### config.mk
export PLATFORM = sky130hd
export DESIGN_NAME = fifo_priority
export DESIGN_NICKNAME = d
export VERILOG_FILES = /design/src/rtl/fifo_priority.sv
export SDC_FILE = /design/constraint.sdc
export NUM_CORES = 1
export LEC_CHECK = 0
export CORE_MARGIN = 5
export CORE_UTILIZATION = 45
export CTS_CLUSTER_SIZE = 10
export DETAILED_ROUTE_END_ITERATION = 8
export DONT_BUFFER_PORTS = 1
export PLACE_DENSITY = 0.58
export SLEW_MARGIN = 20
export SYNTH_ARGS = -nofsm -noshare
export SYNTH_HDL_FRONTEND = slang
export SYNTH_SLANG_ARGS = --single-unit
### constraint.sdc
create_clock -name clk -period 8.3 [get_ports clk]
set_input_delay 1.66 -clock clk [delete_from_list [all_inputs] [get_ports clk]]
set_output_delay 1.66 -clock clk [all_outputs]
set_load 0.02 [all_outputs]
### src/rtl/fifo_priority.sv
// Two-class buffered queue: high-priority words (MSB=1) overtake queued low-priority
// words, FIFO order is kept within each class, and a stalled head word is held stable.
module fifo_priority #(
    parameter int DW    = 33,
    parameter int DEPTH = 5
) (
    input  logic          clk,
    input  logic          rst,
    input  logic [DW-1:0] data_in,
    input  logic          vld_i,
    output logic          rdy_o,
    output logic [DW-1:0] data_out,
    output logic          vld_o,
    input  logic          rdy_i
);

    localparam int PW = (DEPTH > 1) ? $clog2(DEPTH) : 1;
    localparam int CW = $clog2(DEPTH + 1);
    localparam logic [PW-1:0] PTR_LAST = PW'(DEPTH - 1);
    localparam logic [CW-1:0] CNT_FULL = CW'(DEPTH);

    logic [DW-1:0] r_mem_h [DEPTH];
    logic [DW-1:0] r_mem_l [DEPTH];
    logic [PW-1:0] r_wr_ptr_h, r_rd_ptr_h, r_wr_ptr_l, r_rd_ptr_l;
    logic [CW-1:0] r_cnt_h, r_cnt_l;
    logic          r_lock, r_lock_h;

    logic w_empty_h, w_empty_l, w_full_h, w_full_l;
    logic w_sel_h, w_push_h, w_push_l, w_pop_h, w_pop_l;

    function automatic logic [PW-1:0] ptr_inc(input logic [PW-1:0] ptr);
        logic [PW-1:0] nxt;
        if (ptr == PTR_LAST) begin
            nxt = {PW{1'b0}};
        end else begin
            nxt = ptr + PW'(1);
        end
        return nxt;
    endfunction

    function automatic logic [CW-1:0] cnt_next(input logic [CW-1:0] cnt,
                                               input logic push, input logic pop);
        logic [CW-1:0] nxt;
        case ({push, pop})
            2'b10:   nxt = cnt + CW'(1);
            2'b01:   nxt = cnt - CW'(1);
            default: nxt = cnt;
        endcase
        return nxt;
    endfunction

    // Queue status, write acceptance, read selection and head presentation.
    always_comb begin
        w_empty_h = (r_cnt_h == {CW{1'b0}});
        w_empty_l = (r_cnt_l == {CW{1'b0}});
        w_full_h  = (r_cnt_h == CNT_FULL);
        w_full_l  = (r_cnt_l == CNT_FULL);

        rdy_o    = data_in[DW-1] ? !w_full_h : !w_full_l;
        w_push_h = vld_i && rdy_o && data_in[DW-1];
        w_push_l = vld_i && rdy_o && !data_in[DW-1];

        // A stalled selection is frozen so a late high word cannot swap the presented word.
        w_sel_h = r_lock ? r_lock_h : !w_empty_h;
        vld_o   = w_sel_h ? !w_empty_h : !w_empty_l;

        if (!vld_o) begin
            data_out = {DW{1'b0}};
        end else if (w_sel_h) begin
            data_out = r_mem_h[r_rd_ptr_h];
        end else begin
            data_out = r_mem_l[r_rd_ptr_l];
        end

        w_pop_h = vld_o && rdy_i && w_sel_h;
        w_pop_l = vld_o && rdy_i && !w_sel_h;
    end

    // Storage arrays; stale contents after reset are unreachable because pointers clear.
    always_ff @(posedge clk) begin
        if (w_push_h) begin
            r_mem_h[r_wr_ptr_h] <= data_in;
        end
        if (w_push_l) begin
            r_mem_l[r_wr_ptr_l] <= data_in;
        end
    end

    // Pointers, occupancy counts and the stall lock.
    always_ff @(posedge clk) begin
        if (rst) begin
            r_wr_ptr_h <= {PW{1'b0}};
            r_rd_ptr_h <= {PW{1'b0}};
            r_wr_ptr_l <= {PW{1'b0}};
            r_rd_ptr_l <= {PW{1'b0}};
            r_cnt_h    <= {CW{1'b0}};
            r_cnt_l    <= {CW{1'b0}};
            r_lock     <= 1'b0;
            r_lock_h   <= 1'b0;
        end else begin
            if (w_push_h) begin
                r_wr_ptr_h <= ptr_inc(r_wr_ptr_h);
            end
            if (w_push_l) begin
                r_wr_ptr_l <= ptr_inc(r_wr_ptr_l);
            end
            if (w_pop_h) begin
                r_rd_ptr_h <= ptr_inc(r_rd_ptr_h);
            end
            if (w_pop_l) begin
                r_rd_ptr_l <= ptr_inc(r_rd_ptr_l);
            end
            r_cnt_h  <= cnt_next(r_cnt_h, w_push_h, w_pop_h);
            r_cnt_l  <= cnt_next(r_cnt_l, w_push_l, w_pop_l);
            r_lock   <= vld_o && !rdy_i;
            r_lock_h <= w_sel_h;
        end
    end

endmodule

# After elaboration in Yosys (flattened, before gate mapping)
# Memories as Yosys holds them, arrays and structs flattened. A register that Yosys moved wholly into a read port is not among the register bits.
# Index checks and enable logic that the tools add are counted.
[classes]
addsub = 8
eq_ne = 10
n_mux = 19
n_reduce_logical = 18
[ops]
columns = ["cell", "n"]
rows = [
  ["33-bit 2-to-1 mux", 2],
  ["3-bit 2-to-1 mux", 8],
  ["3-bit by 1-bit adder with 3-bit output, second input constant", 6],
  ["3-bit == test, second input constant", 6],
  ["3-bit case mux with 2 select lines", 2],
  ["1-bit logical AND", 7],
  ["1-bit zero test", 7],
  ["1-bit 2-to-1 mux", 7],
  ["3-bit zero test", 2],
  ["3-bit by 1-bit subtractor with 3-bit output, second input constant", 2],
  ["2-bit by 1-bit == test with 1-bit output, second input constant", 2],
  ["2-bit == test, second input constant", 2],
  ["2-bit nonzero test", 2],
]
[word_totals]
in_bits = 37
elab_cells = 65
reg_bits = 20
ramBits = 330
memories = 2
[memory_table]
columns = ["name", "words", "word_bits", "rd", "rd_ports_with_merged_regs", "write_ports", "line_no", "rtl"]
rows = [
  ["r_mem_h", 5, 33, 1, 1, 1, "22", "logic [DW-1:0] r_mem_h [DEPTH];"],
  ["r_mem_l", 5, 33, 1, 1, 1, "23", "logic [DW-1:0] r_mem_l [DEPTH];"],
]

# Logic depth before layout (Yosys ltp)
[logic_depth]
ltp_word = 8
depth_mapped = 9
ltp_nobuf = 9

# Worst setup path after synthesis
# No wires, ideal clock.
[synth_timing]
path_type = "in2reg"
startpoint = "input data_in[32]"
endpoint = "memory r_mem_l[4][0], enable pin"
n_path_buf = 1
required_time_ns = 7.782
path_stages = 3
t_arrival_ns = 5.530
slack_ns = 2.252
cell_sequence = "nand3b_1 -> clkbuf_1 -> nor4b_1"
[synth_via]
elab_chain_cells = 5
word_cells_on_any_way = 6
[synth_rtl]
columns = ["element", "line_no", "rtl"]
rows = [
  ["start: declaration", "9", "input logic [DW-1:0] data_in,"],
  ["1-bit 2-to-1 mux", "59", "rdy_o = data_in[DW-1] ? !w_full_h : !w_full_l;"],
  ["1-bit logical AND", "61", "w_push_l = vld_i && rdy_o && !data_in[DW-1];"],
  ["1-bit logical AND *", "61", ""],
  ["1-bit 2-to-1 mux *", "84", "if (w_push_l) begin"],
  ["1-bit 2-to-1 mux (not written as such) *", "85", "r_mem_l[r_wr_ptr_l] <= data_in;"],
  ["end: declaration", "23", ""],
]
# Mark *: on every way between the ends. The rest lies on a longest branch, timed or not.

==> metrics.md <==
| Metric | Value |
|---|---|
| Final WL | `29900 um` |
| DRT Pass-1 Iters | `4` |
| # placed instances | `1194` |
| Worst-path fanout max | `34` |
| Routability congestion estimate | `0.777` |
| Placed Area | `14600 um^2` |
| Starting DRT DRC Count | `467` |
| Internal power | `0.00339 W` |
| P&R area growth vs syn | `12.3%` |
| Mapped cell area | `14100 um^2` |
| Initial core utilization | `45.8%` |
| Detail Route Antenna Nets | `0` |
| H-tree Lvls | `2` |
| CTS tree | `built` |
| Post-Route Utilization | `51.4%` |
| DR vias | `7190` |
| Final period util | `61.4%` |
| Buf/Inv on CP | `0` |
| PwrDens | `314 nW/um^2` |
| Root buf cell | `clkbuf_16` |
| Setup Buffers After CTS | `0` |
| Layout cells sized above 1 | `13.8%` |
| Proportion of power drawn by combinational gates | `24.6%` |
| Syn Inst Count | `824` |
| Hold_buf cts | `0` |
| Global-route wire length before repair | `45600 um` |
| Largest net degree at the start of global routing | `45` |
| Status | `complete, no violations` |
| WP data required | `6640 ps` |
| Cell mode on critical path | `a211oi_1` |
| RSZ-0062 raised after global routing | `false` |
| Crit. End Element | `output pin` |
| CTS sink cnt | `356` |
| Clock Power Share | `33.0%` |
| Final instance area | `15800 um^2` |
| Setup-failing EPs final | `0` |
| Worst Hold Class | `reg -> reg` |
| Synth warn | `0` |
| Register area share after synthesis | `74.1%` |
| Row count | `64` |
| GR Overflow Total | `0` |
| Maxcap violations | `0` |
| Sw frac | `31.8%` |
| CP max stage delay | `1010 ps` |
| Die area | `34900 um^2` |
| P_leak | `4.82 nW` |
| Prevailing post-synth register cell | `edfxtp_1` |
| Post-DP HPWL | `17300 um` |
| # port buffers | `0` |
| Psw | `0.00158 W` |
| Fin crit period | `5090 ps` |
| Number of global-route vias before repair | `7613` |
| DR vias/cell | `5.69` |
| Slew headroom | `30.2%` |
| Number of synthesized register bits | `356` |
| Critical-path top delay cell | `dfxtp_2` |
| Ports | `72` |
| Wire per inst | `23.7 um` |
| Synth cell types | `41` |
| # diodes | `0` |
| Reg clk slew, reported paths | `50 ps` |
| Overall die width | `187 um` |
| TritonCTS Buffers | `42` |
| Worst slew pin tran | `1040 ps` |
| Clk_skew | `12.8 ps` |
| CTS resizes | `0` |
| Core area | `30700 um^2` |
| Setup TNS | `0 ps` |
| Post-layout net count | `891` |
| Worst vdd ir | `0.201 mV` |
| Sequential share of power | `42.4%` |
| Synthesized Nets | `873` |
| Initial antenna violation count | `0` |
| Fin cells | `1263` |
| FFs w/ async S/R, synth | `0%` |
| GRT Resource Usage Total | `16.9%` |
| Critical path's top delay family | `compound AO/OA/AOI/OAI gates` |
| Syn avg cell area | `17.1 um^2` |
| Fmax | `196 MHz` |
| Setup Crit Path Kind | `reg -> out` |
| Arrival @ worst endpoint | `3430 ps` |
| CP Cell Sequence | `nand2b_1, o22ai_1, a211oi_1, a211oi_1` |
| Post-synth EDFFs | `330` |
| Maximum buffer depth of the clock tree | `3` |
| Startpoint types | `flop` |
| Clock latency on the worst-skew pair | `520 ps` |
| Die height | `187 um` |
| # DRC | `0` |
| Max-slew violations | `0` |
| Hold Vio Cnt, Final | `0` |
-- routing by layer --
layer	wire (um)	GRT usage [%]	share of wire (%)
met5	0	0	0
met4	461	3.81	1.5
met3	1720	3.55	5.7
met2	14400	28.0	48
met1	13300	23.4	44
-- worst reg2reg max path: cells and delay by family (launching register included) --
kind,cells,cell delay (ps)
adder cells (fa/ha/maj),2,640
XOR/XNOR,1,160
buffers and inverters,1,60
AND/OR/NAND/NOR,2,900
AO/OA/AOI/OAI,2,570
flip-flops,1,350
-- cell usage in the layout (no fill, tap or decap), types with 3 or more instances in the layout --
| cell type | count |
|---|---|
| a211o_1 | 3 |
| a211oi_1 | 30 |
| a211oi_2 | 13 |
| a21oi_1 | 35 |
| a22oi_1 | 23 |
| buf_4 | 22 |
| clkbuf_1 | 22 |
| clkbuf_16 | 45 |
| dfxtp_1 | 22 |
| dfxtp_2 | 3 |
| edfxtp_1 | 330 |
| ha_1 | 10 |
| inv_1 | 17 |
| mux2i_1 | 127 |
| mux4_2 | 10 |
| nand2_1 | 5 |
| nand2b_1 | 27 |
| nand3b_1 | 3 |
| nor2_1 | 17 |
| nor3_1 | 25 |
| nor4_2 | 8 |
| o21ai_0 | 5 |
| o22ai_1 | 33 |
| or2_2 | 3 |
| or3b_2 | 3 |
| xor2_1 | 4 |
-- through the flow --
step                      setup slack (ps)  hold WS (ps)  power, W
final                                 3210           498   0.00497
after global routing                  2940           519   0.00520
after CTS                             3070           496   0.00503
after detailed placement              3630           487   0.00338
after global placement                3720           476   0.00335
after floorplan                       2250           471   0.00315
-- sequential cells by signal, summed over array words and instances (netlist names), 3 cells and up, named ones only --
signal / count
r_mem_l: 165
r_wr_ptr_l: 3
r_rd_ptr_h: 3
r_cnt_h: 3
r_cnt_l: 3
r_mem_h: 165
r_rd_ptr_l: 3
r_wr_ptr_h: 3
-- final timing paths --
kind,from,to,slack (ps),cells after the start
max reg2reg,r_cnt_h[0],r_cnt_l[2],5550,8
max,flop,data_out[4],3210,4
min,r_cnt_l[2],r_cnt_l[2],500,2
min reg2reg,r_cnt_l[2],r_cnt_l[2],500,2
-- power groups by stage --
stage / Clock, W / Sequential (W) / Combinational [W]
2_1_floorplan: 0 / 0.00208 / 0.00108
3_3_place_gp: 0 / 0.00214 / 0.00121
3_5_place_dp: 0 / 0.00214 / 0.00124
4_1_cts: 0.00168 / 0.00211 / 0.00125
5_1_grt: 0.00175 / 0.00211 / 0.00133
6_report: 0.00164 / 0.00211 / 0.00122
-- kinds of logic after synthesis --
| logic type | Yosys count | synth area share [%] |
|---|---|---|
| buffers and inverters | 65 | 2.22 |
| DFF | 356 | 74.1 |
| and+or+nand+nor | 104 | 4.19 |
| AOI/OAI and AO/OA | 145 | 7.38 |
| xor gates and xnor gates | 4 | 0.249 |
| adders and majority gates | 12 | 1.17 |
| muxes | 138 | 10.7 |
-- synthesized netlist by cell type, types with 3 or more instances --
master,instances,area share (%)
nor4_1,8,0.36
o21ai_0,5,0.18
a211o_1,3,0.19
a211oi_2,13,1.2
nand3b_1,3,0.16
inv_1,17,0.45
a22oi_1,23,1.2
or2_2,3,0.13
nand2_1,5,0.13
edfxtp_1,330,70
or3b_2,3,0.19
mux4_2,10,1.6
nand2b_1,27,1.2
dfxtp_1,26,3.7
ha_1,10,0.89
mux2i_1,127,9.0
o22ai_1,33,1.5
nor3_1,25,0.89
buf_4,6,0.32
a211oi_1,30,1.6
buf_1,3,0.080
a21oi_1,35,1.2
clkbuf_1,17,0.45
buf_6,3,0.24
nor2_1,17,0.45
xor2_1,4,0.25
buf_2,19,0.68
-- cell type report --
class / count / area, um^2
clock buffer: 68 / 1220
clock inverter: 1 / 8.76
fill: 2478 / 14900
inverter: 17 / 63.8
multi-input combinational: 403 / 3410
sequential: 356 / 10400
tap: 396 / 495
timing repair buffer: 22 / 165
Power figures use the tool's default switching activity.
